`src/rtl/pc_sequencer.sv`:
```
// pc_sequencer: program-counter stage of the MIPS core.
// Holds the architectural PC and selects the next PC from jump, branch and
// sequential targets. A one-cycle boot bubble follows reset. A target
// outside the instruction memory traps into a sticky fault state.
// Optional macro PC_SEQ_STATS_EN adds the taken-branch and jump counters.
module pc_sequencer #(
    parameter logic [31:0] RESET_ADDR = 32'h0040_0000,
    parameter int unsigned IMEM_BYTES = 1024
) (
    input  logic        clk,
    input  logic        reset,
    input  logic        stall_i,
    input  logic        branch_eq_i,
    input  logic        branch_ne_i,
    input  logic        jmp_i,
    input  logic        zero_i,
    input  logic [31:0] imm_i,
    input  logic [25:0] jump_addr_i,
    output logic [31:0] pc_o,
    output logic [31:0] pc_plus4_o,
    output logic        pc_valid_o,
    output logic        redirect_o,
    output logic        fault_o,
    output logic [31:0] fault_pc_o
`ifdef PC_SEQ_STATS_EN
    ,
    output logic [31:0] taken_cnt_o,
    output logic [31:0] jump_cnt_o
`endif
);

    localparam logic [1:0] ST_BOOT  = 2'b00;
    localparam logic [1:0] ST_RUN   = 2'b01;
    localparam logic [1:0] ST_FAULT = 2'b10;

    localparam logic [1:0] SEL_SEQ    = 2'b00;
    localparam logic [1:0] SEL_JUMP   = 2'b01;
    localparam logic [1:0] SEL_BRANCH = 2'b10;

    // A target is legal when its offset from RESET_ADDR lies inside the
    // memory; the unsigned subtraction also rejects addresses below the base.
    function automatic logic f_in_range(input logic [31:0] addr);
        logic [31:0] offset;
        offset = addr - RESET_ADDR;
        return (offset < 32'(IMEM_BYTES));
    endfunction

    logic [1:0]  r_state;
    logic [31:0] r_pc;
    logic        r_pc_valid;
    logic        r_fault;
    logic [31:0] r_fault_pc;

    logic [31:0] w_pc_plus4;
    logic [31:0] w_jump_tgt;
    logic [31:0] w_branch_tgt;
    logic [31:0] w_target;
    logic [1:0]  w_sel;
    logic        w_in_range;
    logic        w_advance;

    assign w_pc_plus4   = r_pc + 32'd4;
    assign w_jump_tgt   = {w_pc_plus4[31:28], jump_addr_i, 2'b00};
    assign w_branch_tgt = w_pc_plus4 + {imm_i[29:0], 2'b00};

    // Next-PC selection: jump first, then either taken branch, else pc+4.
    always_comb begin
        w_sel    = SEL_SEQ;
        w_target = w_pc_plus4;
        if (jmp_i) begin
            w_sel    = SEL_JUMP;
            w_target = w_jump_tgt;
        end else if ((branch_eq_i & zero_i) | (branch_ne_i & ~zero_i)) begin
            w_sel    = SEL_BRANCH;
            w_target = w_branch_tgt;
        end else begin
            w_sel    = SEL_SEQ;
            w_target = w_pc_plus4;
        end
    end

    assign w_in_range = f_in_range(w_target);
    // r_pc_valid is high exactly in RUN, so it doubles as the run qualifier.
    assign w_advance  = r_pc_valid & ~stall_i;

    assign pc_o       = r_pc;
    assign pc_plus4_o = w_pc_plus4;
    assign pc_valid_o = r_pc_valid;
    assign redirect_o = w_advance & (w_sel != SEL_SEQ);
    assign fault_o    = r_fault;
    assign fault_pc_o = r_fault_pc;

    // PC, state machine and fault capture.
    always_ff @(posedge clk) begin
        if (!reset) begin
            r_state    <= ST_BOOT;
            r_pc       <= RESET_ADDR;
            r_pc_valid <= 1'b0;
            r_fault    <= 1'b0;
            r_fault_pc <= 32'd0;
        end else begin
            case (r_state)
                ST_BOOT: begin
                    r_state    <= ST_RUN;
                    r_pc_valid <= 1'b1;
                end
                ST_RUN: begin
                    if (!stall_i) begin
                        if (w_in_range) begin
                            r_pc <= w_target;
                        end else begin
                            r_state    <= ST_FAULT;
                            r_pc_valid <= 1'b0;
                            r_fault    <= 1'b1;
                            r_fault_pc <= w_target;
                        end
                    end
                end
                ST_FAULT: begin
                    r_pc_valid <= 1'b0;
                end
                default: begin
                    // Unreachable encoding: park safely in FAULT.
                    r_state    <= ST_FAULT;
                    r_pc_valid <= 1'b0;
                    r_fault    <= 1'b1;
                end
            endcase
        end
    end

`ifdef PC_SEQ_STATS_EN
    logic [31:0] r_taken_cnt;
    logic [31:0] r_jump_cnt;

    assign taken_cnt_o = r_taken_cnt;
    assign jump_cnt_o  = r_jump_cnt;

    // Count redirects that actually commit (not stalled, not faulting).
    always_ff @(posedge clk) begin
        if (!reset) begin
            r_taken_cnt <= 32'd0;
            r_jump_cnt  <= 32'd0;
        end else if (w_advance && w_in_range) begin
            if (w_sel == SEL_BRANCH) begin
                r_taken_cnt <= r_taken_cnt + 32'd1;
            end
            if (w_sel == SEL_JUMP) begin
                r_jump_cnt <= r_jump_cnt + 32'd1;
            end
        end
    end
`else
    // Statistics build option disabled: no counter state exists.
`endif

endmodule
```
`config.mk`:
```
export PLATFORM = sky130hd
export DESIGN_NAME = pc_sequencer
export DESIGN_NICKNAME = d
export VERILOG_FILES = /design/src/rtl/pc_sequencer.sv
export SDC_FILE = /design/constraint.sdc
export NUM_CORES = 1
export LEC_CHECK = 0
export ABC_AREA = 1
export BUFFER_PORTS_ARGS = -buffer_cell sky130_fd_sc_hd__clkbuf_2
export CAP_MARGIN = 5
export CORE_AREA = 2 2 150 152
export CTS_CLUSTER_SIZE = 8
export DETAILED_ROUTE_END_ITERATION = 12
export DIE_AREA = 0 0 152 154
export GPL_TIMING_DRIVEN = 0
export HOLD_SLACK_MARGIN = 0.05
export PLACE_DENSITY = 0.5
export RECOVER_POWER = 100
export SETUP_SLACK_MARGIN = 0.2
export SLEW_MARGIN = 0
export SYNTH_ARGS = -nofsm -noshare
export SYNTH_HDL_FRONTEND = slang
export SYNTH_SLANG_ARGS = --single-unit
```
`constraint.sdc`:
```
create_clock -name clk -period 4.05 [get_ports clk]
set_clock_uncertainty 0.2 [all_clocks]
set_input_delay 0.81 -clock clk [delete_from_list [all_inputs] [get_ports clk]]
set_output_delay 0.81 -clock clk [all_outputs]
set_load 0.005 [all_outputs]
```
# ---- Word level (Yosys, flattened, before mapping)
# Index checks and enable logic that the tools add are counted.
dict set report word_totals {
  reg_bits 68
  in_bits 65
  output_inout_bits 99
  word_cells 44
}
dict set report classes {
  add_sub_neg 3
  order_cmp 1
  eq_ne 4
  n_mux 13
  bitwise_logic 10
  reduce_logical 8
}
# operator count
set ops {}
lappend ops {{32-bit two-way mux} 2}
lappend ops {{32-bit by 3-bit adder with 32-bit output (second input constant)} 1}
lappend ops {{32-bit adder} 1}
lappend ops {{32-bit by 11-bit less-than comparator with 1-bit output (second input constant)} 1}
lappend ops {{32-bit by 23-bit subtractor with 32-bit output (second input constant)} 1}
lappend ops {{3-bit AND reduction} 4}
lappend ops {{2-bit two-way mux} 4}
lappend ops {{2-bit case mux with 3 select lines} 1}
lappend ops {{1-bit inverter} 5}
lappend ops {{1-bit AND} 4}
lappend ops {{1-bit two-way mux} 4}
lappend ops {{2-bit != test (second input constant)} 2}
lappend ops {{1-bit case mux with 2 select lines} 2}
lappend ops {{2-bit by 1-bit == test with 1-bit output (second input constant)} 1}
lappend ops {{2-bit == test (second input constant)} 1}
lappend ops {{2-bit logical NOT} 1}
lappend ops {{2-bit AND reduction} 1}
lappend ops {{2-bit nonzero test} 1}
lappend ops {{2-bit OR reduction} 1}
lappend ops {{1-bit OR} 1}

# ---- Depth between registers and ports, before layout
dict set report depth {
  depth_word 10
  depth_mapped 31
  mapped_depth_nobuf 30
}

# ---- Worst setup path after synthesis
# OpenSTA, ideal clock, no wires.
dict set report synth_path {
  path_kind {register to register}
  start {register r_pc[3] (netlist: pc_o[3])}
  end {register r_pc[10] (netlist: pc_o[10])}
  setup_time_ps 110
  t_arrival_ps 3305
  t_required_ps 3740
  setup_slack_ps 435
  stages_incl_launch_ff 28
  path_buffers 2
  period_less_slack_ps 3615
  cell_sequence {dfxtp_1 -> ha_1 -> nand3_2 -> nor2_4 -> nand3_2 -> nor3_2 -> xor2_1 -> inv_1 -> ha_1 -> nand2_1 -> inv_1 -> nand2_1 -> nand2_1 -> nand2_1 -> nand2_1 -> a21oi_1 -> nand3_1 -> nand2_1 -> nand2_1 -> nand2_1 -> nand2_1 -> nor2_1 -> nand4_2 -> nand2b_1 -> buf_6 -> buf_6 -> nand3_2 -> inv_2}
}
dict set report synth_between {
  elab_chain_len 7
}
# item line_no
set synth_lines {}
lappend synth_lines {{start, declared} 49} ;# logic [31:0] r_pc;
lappend synth_lines {{start signal, assigned} 110} ;# r_pc <= w_target;
lappend synth_lines {{32-bit by 3-bit adder with 32-bit output *} 62} ;# assign w_pc_plus4 = r_pc + 32'd4;
lappend synth_lines {{via pc_plus4_o[24]} 20} ;# output logic [31:0] pc_plus4_o,
lappend synth_lines {{32-bit adder} 64} ;# assign w_branch_tgt = w_pc_plus4 + {imm_i[29:0], 2'b00};
lappend synth_lines {{32-bit two-way mux *} 73} ;# end else if ((branch_eq_i & zero_i) | (branch_ne_i & ~zero_i)) begin
lappend synth_lines {{32-bit two-way mux *} 70} ;# if (jmp_i) begin
lappend synth_lines {{32-bit by 23-bit subtractor with 32-bit output *} 44} ;# offset = addr - RESET_ADDR;
lappend synth_lines {{32-bit by 11-bit less-than comparator with 1-bit output *} 45} ;# return (offset < 32'(IMEM_BYTES));
lappend synth_lines {{3-bit AND reduction (no source line) *} -}
# Mark *: on every way through the listed nets, which the timed path passes. The rest lies on a longest branch.
# A chain may end at the register's enable or synchronous reset.

# ---- Worst setup path in the final report
dict set report layout_path {
  start {register r_pc[2] (netlist: pc_o[2])}
  end {register r_pc[28] (netlist: pc_o[28])}
}
dict set report layout_between {
  elab_chain_len 7
}
# item line_no
set layout_lines {}
lappend layout_lines {{32-bit by 3-bit adder with 32-bit output *} 62}
lappend layout_lines {{32-bit adder} 64}
lappend layout_lines {{32-bit two-way mux} 73}
lappend layout_lines {{32-bit two-way mux *} 70}
lappend layout_lines {{32-bit by 23-bit subtractor with 32-bit output} 44}
lappend layout_lines {{32-bit by 11-bit less-than comparator with 1-bit output} 45}
lappend layout_lines {{3-bit AND reduction (no source line)} -}
# Every way passes the cells marked *; elsewhere a longest branch is shown, timed or not.

==> results.rst <==
.. list-table::
   :header-rows: 1

   * - Metric
     - Value
   * - Max clock buf depth
     - 2
   * - Max Slew Vio Count
     - 0
   * - Sequential fraction of the synthesis area
     - 0.212
   * - Max Clk Rate
     - 250 MHz
   * - Path type of the worst setup path
     - flop to flop
   * - Overall routed net length
     - 27500 um
   * - Internal Pwr Total
     - 1.29 mW
   * - Seq pwr share
     - 0.372
   * - Net count of the mapped netlist
     - 1229
   * - Summed negative setup slack over all endpoints
     - 0 ns
   * - Result of the run
     - finished, final reports clean
   * - Total via count in the routed design
     - 7944
   * - Overall global routing resource usage
     - 0.226
   * - Via count of the first global-routing pass
     - 7525
   * - RSZ-0062 raised after global routing
     - true
   * - Final period utilization
     - 0.988
   * - Sinks on the clock net
     - 68
   * - Cell Count, Final, Fillers Out
     - 1653
   * - Total half-perimeter wirelength after legalization and detailed placement
     - 21800 um
   * - Netlist area before placement
     - 0.00641 mm^2
   * - Port Buffers
     - 159
   * - Most area-consuming cells after synthesis
     - sky130_fd_sc_hd__nand2_1 (22%), sky130_fd_sc_hd__dfxtp_1 (21%), sky130_fd_sc_hd__inv_1 (11%)
   * - Width of the die
     - 152 um
   * - Kind of end point of the critical path
     - flop
   * - CP max-delay cell
     - sky130_fd_sc_hd__dfxtp_4
   * - Fraction of layout instances using a drive strength above 1
     - 0.347
   * - Number of storage elements in the synthesis netlist
     - 68
   * - Final layout net count
     - 1468
   * - Die span in y
     - 154 um
   * - Startpoint Class
     - flop
   * - Total core area
     - 0.0217 mm^2
   * - Average wire per cell in the routed design
     - 16.6 um
   * - Yosys cell types
     - 37
   * - Startpoint of the most critical hold path
     - fault_o
   * - Placement Rows
     - 54
   * - Area share of the largest cell type after synthesis
     - 0.222
   * - Hold-fix buffer count after cts
     - 0
   * - Initial core utilization
     - 0.296
   * - Hold depth
     - 2
   * - Data arrival time at the worst-slack endpoint
     - 4.04 ns
   * - Smallest hold slack
     - 0.251 ns
   * - ANT nets after route
     - 0
   * - First-pass GRT wire length
     - 41400 um
   * - CP required
     - 4.09 ns
   * - Reg2reg path depth
     - 27
   * - Reported leakage power
     - 4.93 nW
   * - NetSw
     - 550 uW
   * - Remaining Overflow, GRT
     - 0
   * - Path type of the worst min-delay path
     - flop to flop
   * - Largest voltage drop on the vdd net
     - 197 uV
   * - Final Critical Period
     - 4.00 ns
   * - Cell count after placement
     - 1568
   * - Remaining routing DRC violations
     - 0
   * - Fin. Hold Viols
     - 0
   * - Clock Latency Late Sink
     - 0.34 ns
   * - Initial antenna violation count
     - 0
   * - Cell type contributing the most total cell area after synthesis
     - sky130_fd_sc_hd__nand2_1
   * - Clock network fraction of design power
     - 0.425
   * - Via density
     - 4.81
   * - Drt first pass iters
     - 9
   * - Max Fanout on Critical Path
     - 6
   * - RD Place Congestion
     - 0.889
   * - Max Cap Violations
     - 0
   * - Logic gate share of total power
     - 0.204
   * - Power density over the cells
     - 192 mW/mm^2
   * - Worst reg2reg endpoint
     - pc_o[28]
   * - Floorplan die area
     - 0.0234 mm^2
   * - Boundary pin count
     - 164
   * - Largest net degree at the start of global routing
     - 13
   * - Worst slew margin
     - 0.462
   * - Clock tree from TritonCTS
     - built
   * - Fraction of registers with async set or reset after synthesis
     - 0
   * - Predominant post-synthesis flop cell
     - sky130_fd_sc_hd__dfxtp_1
   * - Cts bufs inserted
     - 9
   * - H-tree Lvls
     - 3
   * - CTS clock-pin slew for the worst setup and hold paths
     - 0.05 ns
   * - Synthesis warning total
     - 0
   * - Total setup violations reported at the end of the flow
     - 0
   * - Launching point of the worst reg2reg path
     - pc_o[2]
   * - Root Buffer
     - sky130_fd_sc_hd__clkbuf_16
   * - Setup slack, reg-to-reg
     - 0.05 ns
   * - Initial DRC count
     - 491
   * - Syn avg cell area
     - 5.68 um^2
   * - Antenna diodes
     - 0
   * - Count of mapped cells out of synthesis
     - 1129
   * - Post-synth EDFFs
     - 0
   * - Post-layout total power
     - 1.84 mW
   * - Sw Share
     - 0.299
   * - Fill count
     - 2350
   * - End point of the worst hold path
     - fault_o
   * - Crit path top cell by count
     - sky130_fd_sc_hd__nand2_1
   * - Slowest Stage Delay on Critical Path
     - 0.38 ns
   * - Relative area change from synthesis to final layout
     - 49.0%
   * - Slew at the pin with the worst max-slew slack
     - 0.807 ns
[repair_timing]
action                                  CTS  global route
pin swaps                                43            34
gates cloned                              0             5
resized for setup                       204            97
buffers inserted                         52            12
endpoints found under the setup margin   68            70
[placed cells by master, fill, tap and decap left out, drive strengths merged, types with 15 or more instances in the layout]
master  instances
buf            89
inv           217
nand3b         15
nand4          50
a21oi          62
nand2         379
nand3          99
nor2           97
dfxtp          68
ha             34
o21ai          20
clkbuf        182
[registers in the layout (all words and copies together), names as in the netlist]
register,flops
pc_o,32
fault_o,1
fault_pc_o,32
pc_valid_o,1
r_state,2
[metal layers]
metal,GRT usage,wire length (um),up-vias,part of all wire
met3,0.0443,1620,44,0.059
met2,0.390,13200,259,0.48
met4,0.0668,770,0,0.028
met1,0.285,11900,3619,0.43
met5,0,0,-,0
li1,-,-,4022,-
[worst max-delay path by stage]
stage / slack (ns) / startpoint / to / cells after the start
finish: 0.05 / pc_o[2] / pc_o[28] / 27
global placement: -0.64 / pc_o[3] / pc_o[12] / 25
global route: -0.17 / pc_o[2] / pc_o[15] / 27
floorplan: 0.44 / pc_o[3] / pc_o[10] / 27
detailed placement: -0.69 / pc_o[3] / fault_pc_o[1] / 24
CTS: 0.12 / pc_o[3] / pc_o[25] / 27
[metrics by stage]
stage | instance area (um^2) | setup WS [ns] | util
6_report | 9560 | 0.0478 | 0.441
5_1_grt | 9560 | -0.173 | 0.441
4_1_cts | 9040 | 0.117 | 0.417
3_5_place_dp | 7560 | -0.686 | 0.349
3_3_place_gp | 7560 | -0.641 | 0.349
2_1_floorplan | 6410 | 0.435 | -
[Yosys cell counts, types with 4 or more instances]
cell	n
sky130_fd_sc_hd__o21ai_1	5
sky130_fd_sc_hd__clkbuf_1	11
sky130_fd_sc_hd__nand3_2	23
sky130_fd_sc_hd__xor2_1	11
sky130_fd_sc_hd__nand3_1	76
sky130_fd_sc_hd__buf_1	7
sky130_fd_sc_hd__inv_1	190
sky130_fd_sc_hd__a21oi_1	62
sky130_fd_sc_hd__nand2_1	379
sky130_fd_sc_hd__buf_2	9
sky130_fd_sc_hd__nand3b_1	15
sky130_fd_sc_hd__nor2_1	93
sky130_fd_sc_hd__o21bai_1	8
sky130_fd_sc_hd__nor3_1	12
sky130_fd_sc_hd__clkinv_1	5
sky130_fd_sc_hd__o21ai_0	15
sky130_fd_sc_hd__nand4_1	49
sky130_fd_sc_hd__dfxtp_1	68
sky130_fd_sc_hd__inv_2	26
sky130_fd_sc_hd__and2_1	4
sky130_fd_sc_hd__ha_1	34
[final cells by class]
cell class	instances	area, um^2	area share
tap	280	350	0.0366
buffer	33	243	0.0254
timing repair buffer	228	1440	0.151
clock inverter	6	65.1	0.00681
sequential	68	1430	0.150
clock buffer	10	229	0.0240
inverter	222	840	0.0878
multi-input combinational	806	4960	0.519
[worst max-delay path, delay by kind of cell, from the launching register on]
family,cells,cell delay (ns)
and+or+nand+nor,20,2.27
buffers and inverters,5,0.55
adders and majority gates,2,0.48
DFF,1,0.38
[power groups by stage]
stage	Clock (mW)	Sequential (mW)	Combinational [mW]
after floorplan	0	0.709	0.181
after global placement	0	0.710	0.306
after detailed placement	0	0.710	0.308
after CTS	0.794	0.685	0.346
after global routing	0.827	0.686	0.411
final	0.781	0.684	0.375
[cells by family (layout without fill, tap and decap cells)]
kind of cell,Yosys count,in the layout,synth area share
AO/OA/AOI/OAI,98,98,0.0833
adder cells (fa/ha/maj),35,35,0.0695
flip-flops,68,68,0.212
AND/OR/NAND/NOR,662,662,0.464
XOR/XNOR,11,11,0.0150
buffers and inverters,255,499,0.156
No activity file was read; power rests on OpenSTA's default activity.
